[config.mk]
export PLATFORM = sky130hd
export DESIGN_NAME = game_level_sequencer_flat
export DESIGN_NICKNAME = d
export VERILOG_FILES = /design/src/rtl/game_pkg.sv /design/src/rtl/game_level_sequencer_if.sv /design/src/rtl/game_tick_timer.sv /design/src/rtl/game_level_sequencer.sv /design/src/flat_wrapper.sv
export SDC_FILE = /design/constraint.sdc
export NUM_CORES = 1
export LEC_CHECK = 0
export ABC_AREA = 1
export CORE_ASPECT_RATIO = 1.25
export CORE_MARGIN = 10
export CORE_UTILIZATION = 28
export CTS_CLUSTER_SIZE = 28
export DETAILED_ROUTE_END_ITERATION = 10
export PLACE_DENSITY = 0.5
export SYNTH_ARGS = -nofsm -noshare
export SYNTH_HDL_FRONTEND = slang
export SYNTH_SLANG_ARGS = --single-unit
[constraint.sdc]
create_clock -name clk -period 3.3 [get_ports clk]
set_input_delay 0.495 -clock clk [delete_from_list [all_inputs] [get_ports clk]]
set_output_delay 0.495 -clock clk [all_outputs]
set_load 0.02 [all_outputs]
[src/rtl/game_pkg.sv]
// Shared types and helpers for the game level sequencer: state encodings and kill popcount.
// The PAUSED encoding exists only when GAME_PAUSE_EN is defined.
package game_pkg;

    localparam int KILL_MAX_W = 8;

    typedef enum logic [2:0] {
        ST_START      = 3'd0,
        ST_PLAY       = 3'd1,
        ST_INTERLEVEL = 3'd2,
        ST_VICTORY    = 3'd4,
        ST_DEATH      = 3'd5,
`ifdef GAME_PAUSE_EN
        ST_TRANSITION = 3'd6,
        ST_PAUSED     = 3'd7
`else
        ST_TRANSITION = 3'd6
`endif
    } game_state_e;

    // Every set strobe bit is one kill, so several enemies can die in one cycle.
    function automatic logic [3:0] kill_count(input logic [KILL_MAX_W-1:0] strobes);
        logic [3:0] n;
        n = '0;
        for (int i = 0; i < KILL_MAX_W; i++) begin
            n = n + {3'b000, strobes[i]};
        end
        return n;
    endfunction

endpackage

[src/rtl/game_level_sequencer_if.sv]
// Bundle between the collision/life logic, the sequencer and the screen/enemy/tree generators.
// playerPause is present only when GAME_PAUSE_EN is defined.
interface game_level_sequencer_if #(
    parameter int KILL_W = 3
);
    logic [2:0]        currLife;
    logic [KILL_W-1:0] shotEnemyCollision;
    logic              slowClk;
    logic              playerTrigger;
    logic              transitionDone;
`ifdef GAME_PAUSE_EN
    logic              playerPause;
`endif
    logic [2:0]        currentGameState;
    logic [2:0]        level;
    logic [2:0]        enemies_remaining;
    logic [10:0]       curEnemySpeed;
    logic [3:0]        tree_count;
    logic              pause;
    logic              start_screen;
    logic              death_screen;
    logic              transition_screen;
    logic              victory_screen;
    logic              newLevel;

    modport master (
`ifdef GAME_PAUSE_EN
        output playerPause,
`endif
        output currLife, shotEnemyCollision, slowClk, playerTrigger, transitionDone,
        input  currentGameState, level, enemies_remaining, curEnemySpeed, tree_count,
        input  pause, start_screen, death_screen, transition_screen, victory_screen, newLevel
    );

    modport slave (
`ifdef GAME_PAUSE_EN
        input  playerPause,
`endif
        input  currLife, shotEnemyCollision, slowClk, playerTrigger, transitionDone,
        output currentGameState, level, enemies_remaining, curEnemySpeed, tree_count,
        output pause, start_screen, death_screen, transition_screen, victory_screen, newLevel
    );

endinterface

[src/rtl/game_tick_timer.sv]
// Loadable slowClk strobe counter; done pulses on the strobe that completes TICKS counts.
module game_tick_timer #(
    parameter int TICKS = 1
) (
    input  logic clk,
    input  logic rst_n,
    input  logic load,
    input  logic en,
    input  logic tick,
    output logic done
);

    localparam int CNT_W = (TICKS < 2) ? 1 : $clog2(TICKS + 1);

    logic [CNT_W-1:0] cnt_q;
    logic [CNT_W-1:0] cnt_d;

    always_comb begin
        cnt_d = cnt_q;
        // Load wins so a strobe in the loading cycle is never counted.
        if (load) begin
            cnt_d = '0;
        end else if (en && tick && (cnt_q < CNT_W'(TICKS))) begin
            cnt_d = cnt_q + CNT_W'(1);
        end
    end

    assign done = en && !load && tick && (cnt_q == CNT_W'(TICKS - 1));

    // NOTE: sequential state uses non-blocking assignments so every flop samples pre-edge values.
    always_ff @(posedge clk or negedge rst_n) begin
        if (!rst_n) begin
            cnt_q <= '0;
        end else begin
            cnt_q <= cnt_d;
        end
    end

endmodule

[src/rtl/game_level_sequencer.sv]
// Top-level game flow: start, N levels, transition/interlevel wait, victory and death.
// Optional pause support is enabled with the GAME_PAUSE_EN macro.
module game_level_sequencer
    import game_pkg::*;
#(
    parameter int NUM_LEVELS        = 2,
    parameter int ENEMIES_PER_LEVEL = 2,
    parameter int KILL_W            = 3,
    parameter int BASE_SPEED        = 120,
    parameter int SPEED_STEP        = 120,
    parameter int TREE_COUNT        = 8,
    parameter int TRANSITION_TICKS  = 1
) (
    input logic                  clk,
    input logic                  resetN,
    game_level_sequencer_if.slave bus
);

    localparam logic [2:0] ENEMY_RELOAD = 3'(ENEMIES_PER_LEVEL);
    localparam logic [2:0] LAST_LEVEL   = 3'(NUM_LEVELS - 1);

    game_state_e state_q, state_d;
    logic [2:0]  level_q, level_d;
    logic [2:0]  enemies_q, enemies_d;
    logic        new_level_q, new_level_d;
    logic [3:0]  kills;
    logic [2:0]  enemies_after;
    logic        timer_load;
    logic        timer_done;

    game_tick_timer #(
        .TICKS (TRANSITION_TICKS)
    ) u_tick_timer (
        .clk   (clk),
        .rst_n (resetN),
        .load  (timer_load),
        .en    (state_q == ST_INTERLEVEL),
        .tick  (bus.slowClk),
        .done  (timer_done)
    );

    assign kills         = kill_count(KILL_MAX_W'(bus.shotEnemyCollision));
    assign enemies_after = (kills >= {1'b0, enemies_q}) ? 3'd0 : (enemies_q - kills[2:0]);

    // NOTE: every always_comb output gets a default first, so no path can infer a latch.
    always_comb begin
        state_d    = state_q;
        level_d    = level_q;
        enemies_d  = enemies_q;
        timer_load = 1'b0;
        unique case (state_q)
            ST_START: begin
                level_d   = '0;
                enemies_d = ENEMY_RELOAD;
                if (bus.playerTrigger) state_d = ST_PLAY;
            end
            ST_PLAY: begin
                if (bus.currLife == 3'd0) begin
                    state_d = ST_DEATH;
`ifdef GAME_PAUSE_EN
                end else if (bus.playerPause) begin
                    state_d = ST_PAUSED;
`endif
                end else begin
                    enemies_d = enemies_after;
                    if (enemies_after == 3'd0) begin
                        state_d = (level_q == LAST_LEVEL) ? ST_VICTORY : ST_TRANSITION;
                    end
                end
            end
            ST_TRANSITION: begin
                if (bus.transitionDone) begin
                    state_d    = ST_INTERLEVEL;
                    timer_load = 1'b1;
                end
            end
            ST_INTERLEVEL: begin
                if (timer_done) begin
                    state_d   = ST_PLAY;
                    level_d   = level_q + 3'd1;
                    enemies_d = ENEMY_RELOAD;
                end
            end
            ST_VICTORY, ST_DEATH: begin
                if (bus.playerTrigger) begin
                    state_d   = ST_START;
                    level_d   = '0;
                    enemies_d = ENEMY_RELOAD;
                end
            end
`ifdef GAME_PAUSE_EN
            ST_PAUSED: begin
                if (bus.playerPause) begin
                    state_d = (bus.currLife == 3'd0) ? ST_DEATH : ST_PLAY;
                end
            end
`endif
            default: begin
                state_d   = ST_START;
                level_d   = '0;
                enemies_d = ENEMY_RELOAD;
            end
        endcase
        // Resuming from pause is not a new level, so only these two predecessors pulse.
        new_level_d = (state_d == ST_PLAY) &&
                      ((state_q == ST_START) || (state_q == ST_INTERLEVEL));
    end

    always_ff @(posedge clk or negedge resetN) begin
        if (!resetN) begin
            state_q     <= ST_START;
            level_q     <= '0;
            enemies_q   <= ENEMY_RELOAD;
            new_level_q <= 1'b0;
        end else begin
            state_q     <= state_d;
            level_q     <= level_d;
            enemies_q   <= enemies_d;
            new_level_q <= new_level_d;
        end
    end

    assign bus.currentGameState  = state_q;
    assign bus.level             = level_q;
    assign bus.enemies_remaining = enemies_q;
    assign bus.newLevel          = new_level_q;
    assign bus.curEnemySpeed     = 11'(BASE_SPEED + int'(level_q) * SPEED_STEP);
    assign bus.tree_count        = (state_q == ST_PLAY) ? 4'(TREE_COUNT) : 4'd0;
    assign bus.pause             = (state_q != ST_PLAY);
    assign bus.start_screen      = (state_q == ST_START);
    assign bus.transition_screen = (state_q == ST_TRANSITION);
    assign bus.death_screen      = (state_q == ST_DEATH);
    assign bus.victory_screen    = (state_q == ST_VICTORY);

endmodule

[src/flat_wrapper.sv]
// flat-port wrapper written by rule: the top's interface ports become plain ports
module game_level_sequencer_flat import game_pkg::*;
#(
    parameter int NUM_LEVELS        = 2,
    parameter int ENEMIES_PER_LEVEL = 2,
    parameter int KILL_W            = 3,
    parameter int BASE_SPEED        = 120,
    parameter int SPEED_STEP        = 120,
    parameter int TREE_COUNT        = 8,
    parameter int TRANSITION_TICKS  = 1
)
  (clk, resetN, bus_currLife, bus_shotEnemyCollision, bus_slowClk, bus_playerTrigger, bus_transitionDone, bus_currentGameState, bus_level, bus_enemies_remaining, bus_curEnemySpeed, bus_tree_count, bus_pause, bus_start_screen, bus_death_screen, bus_transition_screen, bus_victory_screen, bus_newLevel);
  game_level_sequencer_if #(.KILL_W(KILL_W)) bus_i ();
  input logic clk;
  input logic resetN;
  input wire logic [$bits(bus_i.currLife)-1:0] bus_currLife;
  input wire logic [$bits(bus_i.shotEnemyCollision)-1:0] bus_shotEnemyCollision;
  input wire logic [$bits(bus_i.slowClk)-1:0] bus_slowClk;
  input wire logic [$bits(bus_i.playerTrigger)-1:0] bus_playerTrigger;
  input wire logic [$bits(bus_i.transitionDone)-1:0] bus_transitionDone;
  output wire logic [$bits(bus_i.currentGameState)-1:0] bus_currentGameState;
  output wire logic [$bits(bus_i.level)-1:0] bus_level;
  output wire logic [$bits(bus_i.enemies_remaining)-1:0] bus_enemies_remaining;
  output wire logic [$bits(bus_i.curEnemySpeed)-1:0] bus_curEnemySpeed;
  output wire logic [$bits(bus_i.tree_count)-1:0] bus_tree_count;
  output wire logic [$bits(bus_i.pause)-1:0] bus_pause;
  output wire logic [$bits(bus_i.start_screen)-1:0] bus_start_screen;
  output wire logic [$bits(bus_i.death_screen)-1:0] bus_death_screen;
  output wire logic [$bits(bus_i.transition_screen)-1:0] bus_transition_screen;
  output wire logic [$bits(bus_i.victory_screen)-1:0] bus_victory_screen;
  output wire logic [$bits(bus_i.newLevel)-1:0] bus_newLevel;
  assign bus_i.currLife = bus_currLife;
  assign bus_i.shotEnemyCollision = bus_shotEnemyCollision;
  assign bus_i.slowClk = bus_slowClk;
  assign bus_i.playerTrigger = bus_playerTrigger;
  assign bus_i.transitionDone = bus_transitionDone;
  assign bus_currentGameState = bus_i.currentGameState;
  assign bus_level = bus_i.level;
  assign bus_enemies_remaining = bus_i.enemies_remaining;
  assign bus_curEnemySpeed = bus_i.curEnemySpeed;
  assign bus_tree_count = bus_i.tree_count;
  assign bus_pause = bus_i.pause;
  assign bus_start_screen = bus_i.start_screen;
  assign bus_death_screen = bus_i.death_screen;
  assign bus_transition_screen = bus_i.transition_screen;
  assign bus_victory_screen = bus_i.victory_screen;
  assign bus_newLevel = bus_i.newLevel;
  game_level_sequencer #(.NUM_LEVELS(NUM_LEVELS), .ENEMIES_PER_LEVEL(ENEMIES_PER_LEVEL), .KILL_W(KILL_W), .BASE_SPEED(BASE_SPEED), .SPEED_STEP(SPEED_STEP), .TREE_COUNT(TREE_COUNT), .TRANSITION_TICKS(TRANSITION_TICKS)) u_core (.clk(clk), .resetN(resetN), .bus(bus_i));
endmodule
Yosys cells after proc, flatten, opt, wreduce, memory -nomap -nowiden
Cells that the tools add are included.

storage, ports and cells
  register bits = 11
  bits of input ports = 11
  word-level logic and storage cells = 65
  memories = 0
  bits in writable memories = 0
  bits in latches = 0
  output and inout port bits = 30
  ROM bits = 0

operators by class
  divide/modulo/power cells = 0
  mux-type cells = 21
  $mul = 1
  $add $sub $neg = 6
  reduce and logical (&&, ||, !) cells = 16
  shifts and indexed selects = 0
  bitwise gates (word level) = 3
  $lt $le $gt $ge = 2
  eq/ne operators = 11

operator list
  kind                                                                    number
  3-bit 2-to-1 mux                                                        12
  3-bit one-hot mux with 5 select lines                                   1
  3-bit one-hot mux with 4 select lines                                   1
  8-bit by 11-bit adder with 11-bit output (first input constant)         1
  3-bit by 1-bit equality test with 1-bit output (second input constant)  3
  3-bit equality test (second input constant)                             3
  3-bit logical NOT                                                       3
  3-bit one-hot mux with 3 select lines                                   1
  3-bit by 4-bit multiplier with 7-bit output (second input constant)     1
  1-bit logical AND                                                       6
  4-bit by 1-bit adder with 4-bit output                                  1
  4-bit by 3-bit >= comparator with 1-bit output                          1
  1-bit 2-to-1 mux                                                        4
  4-bit 2-to-1 mux                                                        1
  2-bit != test (second input constant)                                   2
  4-bit AND reduction                                                     1
  2-bit OR reduction                                                      2
  3-bit by 1-bit adder with 3-bit output (second input constant)          1
  3-bit by 2-bit equality test with 1-bit output (second input constant)  1
  3-bit by 1-bit != test with 1-bit output (second input constant)        1
  1-bit inverter                                                          3
  3-bit AND reduction                                                     1
  3-bit subtractor                                                        1
  1-bit by 1-bit adder with 2-bit output                                  1
  other kinds (7)                                                         7

Depth between registers and ports, before layout
Gate-level depths: netlist of run 1.

  depth after elaboration = 10
  mapped depth = 12
  depth with buffers taken out = 12

Cells and area by module
Synthesis of run 1 repeated with hierarchy kept, for this count alone.

unflattened totals
  cells, all modules = 148
  area, all modules = 1137.3 µm²

by module, submodules not included
  module                area an instance (µm²)  sequential area each (µm²)  cells each  instances
  game_level_sequencer  1076.0                  251.5                       139         1
  game_tick_timer       61.3                    25.0                        9           1

Least setup slack after synthesis of run 1
No wires, ideal clock.

  kind = flip-flop to output port
  from = reg u_core.level_q[2], in the netlist u_core.bus.level[2]
  to = out bus_curEnemySpeed[9]
  setup slack = 0.168 ns
  cell stages (with the launch flop) = 8
  data arrival time = 2.637 ns
  required time = 2.805 ns
  path buffers = 0
  path through = dfrtp_1 -> fa_1 -> ha_1 -> fa_1 -> xor2_1 -> a21boi_0 -> nand2_1 -> xor2_1

on the way
  word-level cells in the longest chain between the ends = 2

RTL lines
  item                                         line                         RTL
  start: declaration                           game_level_sequencer.sv:23   logic [2:0] level_q, level_d;
  start signal: assignment                     game_level_sequencer.sv:117  level_q <= level_d;
  3-bit by 4-bit multiplier with 7-bit output  game_level_sequencer.sv:127  assign bus.curEnemySpeed = 11'(BASE_SPEED + int'(level_q) * SPEED_STEP);
  8-bit by 11-bit adder with 11-bit output     game_level_sequencer.sv:127
  end: declaration                             flat_wrapper.sv:24           output wire logic [$bits(bus_i.curEnemySpeed)-1:0] bus_curEnemySpeed;

No other way between the ends.

Worst setup path in the final report of run 1
  from = reg u_core.level_q[0], in the netlist u_core.bus.level[0]
  to = out bus_curEnemySpeed[8]

Same word-level chain as after synthesis.

==> results.yml, run 1 <==
final_layout:
  multi_input_area_um2: 806
  regArea_um2: 277
  n_fill_cell: 446
  layout.nets: 226
  drive_gt1_share_pct: 14.4
  n_antenna_cell: 0
  stdcell_area_mm2: 0.00166
  fin_util_pct: 40.1
  syn2layout_area_growth_pct: 37.8
die:
  io_pins: 41
  initial_core_util_pct: 29.1
  die_w_um: 78.6
  dieArea_mm2: 0.00733
  rows: 26
  die_y_um: 93.2
  core-area_mm2: 0.00413
power_and_ir_drop:
  ir_drop_v: 0.000292
  power_density_mw_per_mm2: 683
  p_leak_uw: 0.000875
global_route:
  grt_util_all_layers_pct: 8.75
  grt_pass1_vias: 1177
  grt_max_degree: 12
  grt_pass1_wl_um: 5310
  antenna_found_initial: 0
  grt_overflow: 0
synth:
  synth_ff_type: "dfrtp_1"
  synth_common_cells: "31 x nand2_1, 21 x inv_1, 15 x ha_1, 15 x nor2_1, 10 x dfrtp_1"
  synth_compound_area_share_pct: 6.15
  muxShareOfSynthArea_pct: 0
  yosysSeqAreaShare_pct: 23.0
  ys_types: 29
  synthCells: 152
  synth.most_common_cell: "nand2_1"
  synth_xor_area_share_pct: 5.83
  synth-seq-cells: 11
  syn-cell-area_mm2: 0.00120
  synth_top_family_by_area: "simple AND/OR/NAND/NOR gates"
  yosysWarnings: 0
  synth_fa_ha_area_share_pct: 24.0
  synthSimpleGateAreaFrac_pct: 29.0
  async_flop_share_pct: 100
  synthTopCellsByArea: "dfrtp_1 21%, ha_1 16%, nand2_1 9.7%"
  avgSynthCellArea_um2: 7.90
  synth-edff-count: 0
  synth_top_area_share_pct: 20.8
  synth.largest_area_cell: "dfrtp_1"
worst_setup_path:
  cp-end-kind: "output port"
  r2r-end: "u_core.bus.newLevel$_DFF_PN0_"
  cp.required_ps: 2800
  regToRegSetupSlack_ps: 1430
  crit_buf_inv: 2
  cp_top_family: "adder cells"
  cp_cell_sequence: "fa_1, ha_1, fa_1, or2_2, nand2_1, inv_1, xor2_1, clkbuf_2"
  critical_path_class: "reg -> out"
  r2r_cells: 7
  critPathMaxStageDelay_ps: 500
  r2r_start: "u_core.bus.enemies_remaining[1]$_DFFE_PN1P_"
  path_max_fanout: 3
  arrival_ps: 2630
  crit_top_cell: "fa_1"
  worst_setup_path_start_kind: "flip-flop"
  cpMaxStageDelayCell: "fa_1"
clock_network:
  tritoncts.num_buffers: 3
  holdBufCountCts: 0
  clock-sinks: 11
  cts.htree.levels: 1
  insertion_delay_ps: 240
  cts_tree: "built"
  clockRootBuffer: "clkbuf_8"
  path_clk_slew_ps: 50
  clock_path_buffers: 2
hold_path:
  min_from: "u_core.u_tick_timer.cnt_q$_DFFE_PN0P_"
  hold_path.class: "reg -> reg"
  hold_depth: 3
  holdPathEnd: "u_core.bus.level[0]$_DFFE_PN0P_"
route:
  drc: 0
  vias_per_cell: 4.34
  vias: 1085
  drtAntennaViolNets: 0
  drt_iter0_markers: 10
  drt_pass1_iterations: 4
  routed_wirelength_um: 3040
  wire_per_inst_um: 12.2
placed_design:
  placed_cell_area_mm2: 0.00162
  gp_congestion: 0.836
  pre_cts_ws_ps: -48.2
  port_buffers: 34
  hpwl_um: 2700
timing:
  worst_slack_ps: 171
  slew_headroom_pct: 66.6
  drv_slew: 0
  finalHoldViolCount: 0
  tightest_slew_ps: 499
  fmax_mhz: 320
  setup_violations: 0
  finalClockSkew_ps: 2.76
  period_needed_ps: 3130
  rsz0062_at_grt: "no"
  fin_crit_sh_pct: 94.8
  hold_slack_ps: 583
outcome:
  outcome: "finished, final reports clean"
job:
  maxCapViolations: 0
[cell usage in the layout (no fill, tap or decap), types with 6 or more instances in the layout]
cell	instances
nand2_1	31
clkdlybuf4s50_1	29
inv_1	21
nor2_1	15
ha_1	15
dfrtp_1	10
nand3_1	9
xor2_1	6
conb_1	6
[worst max-delay path by stage]
stage,cells past startpoint,end,startpoint,slack [ps]
final,8,bus_curEnemySpeed[8],u_core.bus.level[0]$_DFFE_PN0P_,170
after global routing,8,bus_curEnemySpeed[9],u_core.bus.level[0]$_DFFE_PN0P_,70
after CTS,8,bus_curEnemySpeed[8],u_core.bus.level[0]$_DFFE_PN0P_,9
after detailed placement,8,bus_curEnemySpeed[9],u_core.bus.level[0]$_DFFE_PN0P_,-50
after global placement,8,bus_curEnemySpeed[9],u_core.bus.level[0]$_DFFE_PN0P_,10
after floorplan,7,bus_curEnemySpeed[9],u_core.bus.level[2]$_DFFE_PN0P_,170
[worst reg2reg max path, cell delays in order (launching register included)]
cell,delay (ps)
dfstp_2,530
inv_1,80
fa_1,560
inv_1,40
o2111ai_1,220
nand2_1,120
nand2_1,110
a21oi_1,70
[repair_timing]
item | CTS | global route
setup endpoints to repair | 5 | 3
setup buffers | 0 | 0
resized for setup | 8 | 6
pin swaps | 0 | 1
[final cells by class]
cell class	count	share of cell area (%)
clock inverter	1	0.302
timing repair buffer	39	21.8
tap	56	4.23
inverter	25	5.82
clock buffer	3	2.49
multi-input combinational	115	48.7
sequential	11	16.7
[power breakdown]
part	leakage (µW)	switching, µW	internal [µW]
combinational	0.000708	461	316
clock	0.0000255	55.1	83.3
sequential	0.000141	35.8	179
total	0.000875	552	578
[routing by layer]
metal	track usage, %	up-vias	wire (µm)
li1	-	546	-
met1	8.44	503	1150
met2	15.9	29	1590
met3	2.39	7	203
met4	5.84	0	98
met5	0	-	0
[state kept, by name (all words and copies together) (netlist names)]
register                      flops
u_core.bus.enemies_remaining      3
u_core.bus.currentGameState       3
u_core.u_tick_timer.cnt_q         1
u_core.bus.newLevel               1
u_core.bus.level                  3
[stage by stage]
step | cells | total power, µW | setup TNS (ps)
after detailed placement | 246 | 1020 | -72.8
after floorplan | 157 | 729 | 0
after global routing | 250 | 1240 | 0
final | 250 | 1130 | 0
after CTS | 250 | 1150 | 0
after global placement | 246 | 1010 | 0
[cells by family (layout without fill, tap and decap cells)]
logic type,count (synthesis),in the layout
other,1,6
AO/OA/AOI/OAI,13,13
buffers and inverters,31,68
flip-flops,11,11
XOR/XNOR,8,8
adder cells (fa/ha/maj),20,20
AND/OR/NAND/NOR,68,68
Note: power is estimated with default switching activity, not from simulation.
==> inputs of run 2 (changes only) <==
--- a/config.mk
+++ b/config.mk
@@ -6,12 +6,13 @@
 export NUM_CORES = 1
 export LEC_CHECK = 0
 export ABC_AREA = 1
+export ABC_CLOCK_PERIOD_IN_PS = 2700
 export CORE_ASPECT_RATIO = 1.25
 export CORE_MARGIN = 10
 export CORE_UTILIZATION = 28
 export CTS_CLUSTER_SIZE = 28
 export DETAILED_ROUTE_END_ITERATION = 10
-export PLACE_DENSITY = 0.5
+export PLACE_DENSITY = 0.52
 export SYNTH_ARGS = -nofsm -noshare
 export SYNTH_HDL_FRONTEND = slang
 export SYNTH_SLANG_ARGS = --single-unit
==> constraint.sdc (replaced) <==
create_clock -name clk -period 2.7 [get_ports clk]
set_input_delay 0.405 -clock clk [delete_from_list [all_inputs] [get_ports clk]]
set_output_delay 0.405 -clock clk [all_outputs]
set_load 0.02 [all_outputs]
==> run 2 against run 1 <==
Against the previous run:
- die area stayed put
- wire length is 2.8% lower
- the run now ends with setup timing left
- worst hold slack worse by 77 ps
- critical path depth stayed put
- largest power group unchanged
- clock-buffer cell count is 1 higher
- flip-flop and latch count stayed put
- setup slack worse by 400 ps
- combinational power is 29% higher
- first-iteration DRC count grew to 3.4 times the previous value
- largest cell class unchanged
- cell count is 3.6% higher
==> results.yml, run 2 (synthesis gave the netlist of run 1 again) <==
timing:
  rsz0062_at_grt: "yes"
  finalClockSkew_ps: 6.30
  slew_headroom_pct: 66.5
  worst_slack_ps: -225
  hold_slack_ps: 506
  tns_ps: -785
  fin_crit_sh_pct: 108
  tightest_slew_ps: 501
  drv_slew: 0
  setup_violations: 4
  period_needed_ps: 2930
  finalHoldViolCount: 0
  fmax_mhz: 342
clock_network:
  insertion_delay_ps: 240
  tritoncts.num_buffers: 3
  cts.htree.levels: 1
  clockRootBuffer: "clkbuf_8"
  clock_path_buffers: 2
  clock-sinks: 11
  path_clk_slew_ps: 50
  cts_tree: "built"
job:
  maxCapViolations: 0
outcome:
  outcome: "finished, violations left"
  violations: "setup timing"
worst_setup_path:
  worst_setup_path_start_kind: "flip-flop"
  r2r_start: "u_core.bus.enemies_remaining[1]$_DFFE_PN1P_"
  path_max_fanout: 3
  cpMaxStageDelayCell: "fa_1"
  critical_path_class: "reg -> out"
  critPathMaxStageDelay_ps: 560
  cp_top_family: "adder cells"
  cp.required_ps: 2300
  r2r-end: "u_core.bus.newLevel$_DFF_PN0_"
  crit_buf_inv: 2
  cp_cell_sequence: "fa_1, ha_2, fa_2, or2_4, nand2_2, inv_4, xor2_4, buf_6"
  regToRegSetupSlack_ps: 870
  arrival_ps: 2520
  cp-end-kind: "output port"
  r2r_cells: 7
die:
  die_y_um: 93.2
  core-area_mm2: 0.00413
  rows: 26
  die_w_um: 78.6
  io_pins: 41
  initial_core_util_pct: 29.1
  dieArea_mm2: 0.00733
placed_design:
  port_buffers: 34
  hpwl_um: 2660
  gp_congestion: 0.785
global_route:
  grt_pass1_vias: 1196
  grt_util_all_layers_pct: 8.06
  grt_max_degree: 12
  grt_overflow: 0
  antenna_found_initial: 0
  grt_pass1_wl_um: 4980
final_layout:
  final_cell_mix: "30 x nand2_1, 27 x clkdlybuf4s50_1, 20 x inv_1"
  n_antenna_cell: 0
  syn2layout_area_growth_pct: 50.1
  layout.nets: 235
  drive_gt1_share_pct: 24.6
  final_common_cell: "nand2_1"
power_and_ir_drop:
  p_leak_uw: 0.000914
  ir_drop_v: 0.000342
  finalPower_uw: 1420
  power_density_mw_per_mm2: 789
route:
  drtAntennaViolNets: 0
  drt_pass1_iterations: 4
  drt_iter0_markers: 34
  vias: 1106
  vias_per_cell: 4.27
  wire_per_inst_um: 11.4
  routed_wirelength_um: 2960
  drc: 0
hold_path:
  hold_path.class: "in -> async"
-- run 2: layer usage --
layer	vias up	track usage [%]	share of wire, %
li1	563	-	-
met1	509	7.19	36
met2	30	15.9	56
met3	4	2.49	6.1
met4	0	3.59	2.0
met5	-	0	0
-- run 2: per-stage QoR --
step	instance area (µm²)	setup WS (ps)	std cells	util, %
after floorplan	1270	-49.1	157	-
after detailed placement	1730	-482	254	41.9
after global placement	1730	-435	254	41.9
after CTS	1800	-246	259	43.6
after global routing	1800	-308	259	43.6
final	1800	-225	259	43.6
-- run 2: power breakdown --
part | internal (µW) | switching [µW] | total (µW) | leakage (µW)
registers | 219 | 43.5 | 263 | 0.000137
logic | 425 | 574 | 999 | 0.000754
clock network | 103 | 58.3 | 162 | 0.0000228
total | 747 | 676 | 1420 | 0.000914
-- run 2: layout make-up --
class / count / area [µm²]
fill: 427 / 2330
sequential: 11 / 280
timing repair buffer: 48 / 449
clock buffer: 4 / 45.0
inverter: 25 / 98.8
multi-input combinational: 115 / 860
tap: 56 / 70.1
-- run 2: repair_timing --
| action | in CTS | in global routing |
|---|---|---|
| resized for setup | 31 | 1 |
| hold buffers | 0 | 0 |
| setup buffers | 1 | 0 |
| endpoints found under the setup margin | 6 | 7 |
| pin swaps | 3 | 4 |
-- run 2: worst max-delay path by stage --
stage / start / end / slack, ps / depth (start not counted)
floorplan: u_core.bus.level[1]$_DFFE_PN0P_ / bus_curEnemySpeed[9] / -50 / 7
global placement: u_core.bus.level[1]$_DFFE_PN0P_ / bus_curEnemySpeed[8] / -430 / 8
detailed placement: u_core.bus.level[1]$_DFFE_PN0P_ / bus_curEnemySpeed[8] / -480 / 8
CTS: u_core.bus.level[2]$_DFFE_PN0P_ / bus_curEnemySpeed[8] / -250 / 8
global route: u_core.bus.level[1]$_DFFE_PN0P_ / bus_curEnemySpeed[8] / -310 / 8
finish: u_core.bus.level[1]$_DFFE_PN0P_ / bus_curEnemySpeed[8] / -230 / 8
==> inputs of run 3 (changes only) <==
--- a/config.mk
+++ b/config.mk
@@ -12,6 +12,7 @@
 export CORE_UTILIZATION = 28
 export CTS_CLUSTER_SIZE = 28
 export DETAILED_ROUTE_END_ITERATION = 10
+export GPL_TIMING_DRIVEN = 0
 export PLACE_DENSITY = 0.52
 export SYNTH_ARGS = -nofsm -noshare
 export SYNTH_HDL_FRONTEND = slang
==> run 3 against run 2 <==
Against the previous run:
- the flow still finishes with violations (setup timing)
- flip-flop and latch count unchanged
- sequential share of layout area fell by 0.17 points
- critical path depth did not move
- global-route usage up 0.093 points
- clock skew is 2.0 ps lower
- clock-buffer cell count unchanged
- setup slack lost 66 ps
- cell count decreased by 0.39%
- sequential power about the same
- critical path type unchanged
- critical endpoint unchanged
==> results.yml, run 3 (synthesis gave the netlist of run 1 again) <==
global_route:
  grt_max_degree: 12
  grt_pass1_vias: 1159
  grt_busiest_layer: "met2"
  use_met1_pct: 8.40
  grt_util_all_layers_pct: 8.15
  met3_usage_pct: 1.82
  grt_overflow: 0
  grt_pass1_wl_um: 5110
  antenna_found_initial: 0
  globalRouteMet2Util_pct: 15.7
hold_path:
  hold_path.class: "in -> async"
final_layout:
  layout.nets: 234
  n_fill_cell: 443
  n_antenna_cell: 0
  fin_util_pct: 44.1
  drive_gt1_share_pct: 26.2
  final_cell_mix: "29 x nand2_1, 28 x clkdlybuf4s50_1, 20 x inv_1"
  syn2layout_area_growth_pct: 51.8
  final_common_cell: "nand2_1"
power_and_ir_drop:
  power_switching_uw: 694
  pwr-share-seq_pct: 18.1
  p_leak_uw: 0.000910
  combPwrFrac_pct: 70.6
  ir_drop_v: 0.000345
  finalPower_uw: 1460
  power_density_mw_per_mm2: 800
  internal_power_uw: 764
  switching_share_pct: 47.6
  clockPowerShare_pct: 11.3
clock_network:
  tritoncts.num_buffers: 3
  clock_path_buffers: 2
  cts_tree: "built"
  clockRootBuffer: "clkbuf_8"
  cts.htree.levels: 1
  clock-sinks: 11
  path_clk_slew_ps: 50
  insertion_delay_ps: 240
  holdBufCountCts: 0
timing:
  finalClockSkew_ps: 4.25
  drv_slew: 0
  tightest_slew_ps: 535
  worst_slack_ps: -292
  period_needed_ps: 2990
  slew_headroom_pct: 64.2
  setup_violations: 5
  fmax_mhz: 334
  finalHoldViolCount: 0
  rsz0062_at_grt: "yes"
  fin_crit_sh_pct: 111
route:
  wire_per_inst_um: 11.7
  vias_per_cell: 4.33
  vias: 1118
  drt_iter0_markers: 55
  routed_wirelength_um: 3010
  drtAntennaViolNets: 0
  drc: 0
  drt_pass1_iterations: 4
job:
  maxCapViolations: 0
die:
  io_pins: 41
  rows: 26
  initial_core_util_pct: 29.1
  die_y_um: 93.2
  die_w_um: 78.6
  core-area_mm2: 0.00413
  dieArea_mm2: 0.00733
worst_setup_path:
  critical_path_class: "reg -> out"
  path_max_fanout: 3
  cp-end-kind: "output port"
  worst_setup_path_start_kind: "flip-flop"
  cp.required_ps: 2300
  arrival_ps: 2590
outcome:
  outcome: "finished, violations left"
  violations: "setup timing"
placed_design:
  gp_congestion: 0.798
  hpwl_um: 2570
  port_buffers: 34
-- run 3: power by group through the flow --
stage / Sequential [µW] / Clock, µW / Combinational (µW)
after floorplan: 311 / 0 / 592
after global placement: 271 / 0 / 965
after detailed placement: 272 / 0 / 980
after CTS: 265 / 168 / 1020
after global routing: 270 / 176 / 1150
final: 264 / 165 / 1030
-- run 3: critical path: stages, from the launching register on --
cell	delay (ps)
dfrtp_2	410
fa_2	630
ha_4	160
fa_2	460
or2_4	260
nand2_2	70
inv_2	60
xor2_4	170
buf_6	140
-- run 3: final timing paths --
kind,slack [ps],cells after the start,start,end
worst max-delay path,-290,8,u_core.bus.level[2]$_DFFE_PN0P_,bus_curEnemySpeed[8]
worst min-delay path,520,1,resetN,u_core.bus.currentGameState[0]$_DFF_PN0_
worst max register to register,900,7,u_core.bus.enemies_remaining[1]$_DFFE_PN1P_,u_core.bus.newLevel$_DFF_PN0_
worst min register to register,580,3,u_core.u_tick_timer.cnt_q$_DFFE_PN0P_,u_core.bus.level[0]$_DFFE_PN0P_
max in group asynchronous,1790,1,resetN,u_core.bus.level[2]$_DFFE_PN0P_
min in group clk,580,3,u_core.u_tick_timer.cnt_q$_DFFE_PN0P_,u_core.bus.level[0]$_DFFE_PN0P_
-- run 3: per-layer routing --
metal | share of wire [%] | wire length (µm) | up-vias
li1 | - | - | 560
met1 | 39 | 1160 | 526
met2 | 56 | 1680 | 32
met3 | 5.8 | 175 | 0
met4 | 0 | 0 | 0
met5 | 0 | 0 | -
-- run 3: final cells by class --
class,count,area [µm²],area share (%)
plain buffers,6,45.0,2.47
clock buffers,4,45.0,2.47
inverters,25,96.3,5.28
multi-input cells,115,888,48.7
flip-flops and latches,11,280,15.4
well taps,56,70.1,3.84
repair buffers,41,398,21.8
-- run 3: what timing repair did --
item                                    4_1_cts  5_1_grt
resized for setup                            31        5
setup buffers                                 6        2
endpoints found under the setup margin        6        7
cloned                                        0        0
pin swaps                                     3        3
-- run 3: metrics by stage --
step / cell area (µm²) / hold WS [ps] / setup TNS (ps) / setup slack, ps / std cells
after global placement: 1680 / 565 / -2760 / -610 / 247
final: 1820 / 520 / -1150 / -292 / 258
after detailed placement: 1680 / 572 / -2840 / -638 / 247
after global routing: 1820 / 560 / -1570 / -359 / 258
after CTS: 1790 / 538 / -1400 / -340 / 257
after floorplan: 1270 / 109 / -89.2 / -49.1 / 157
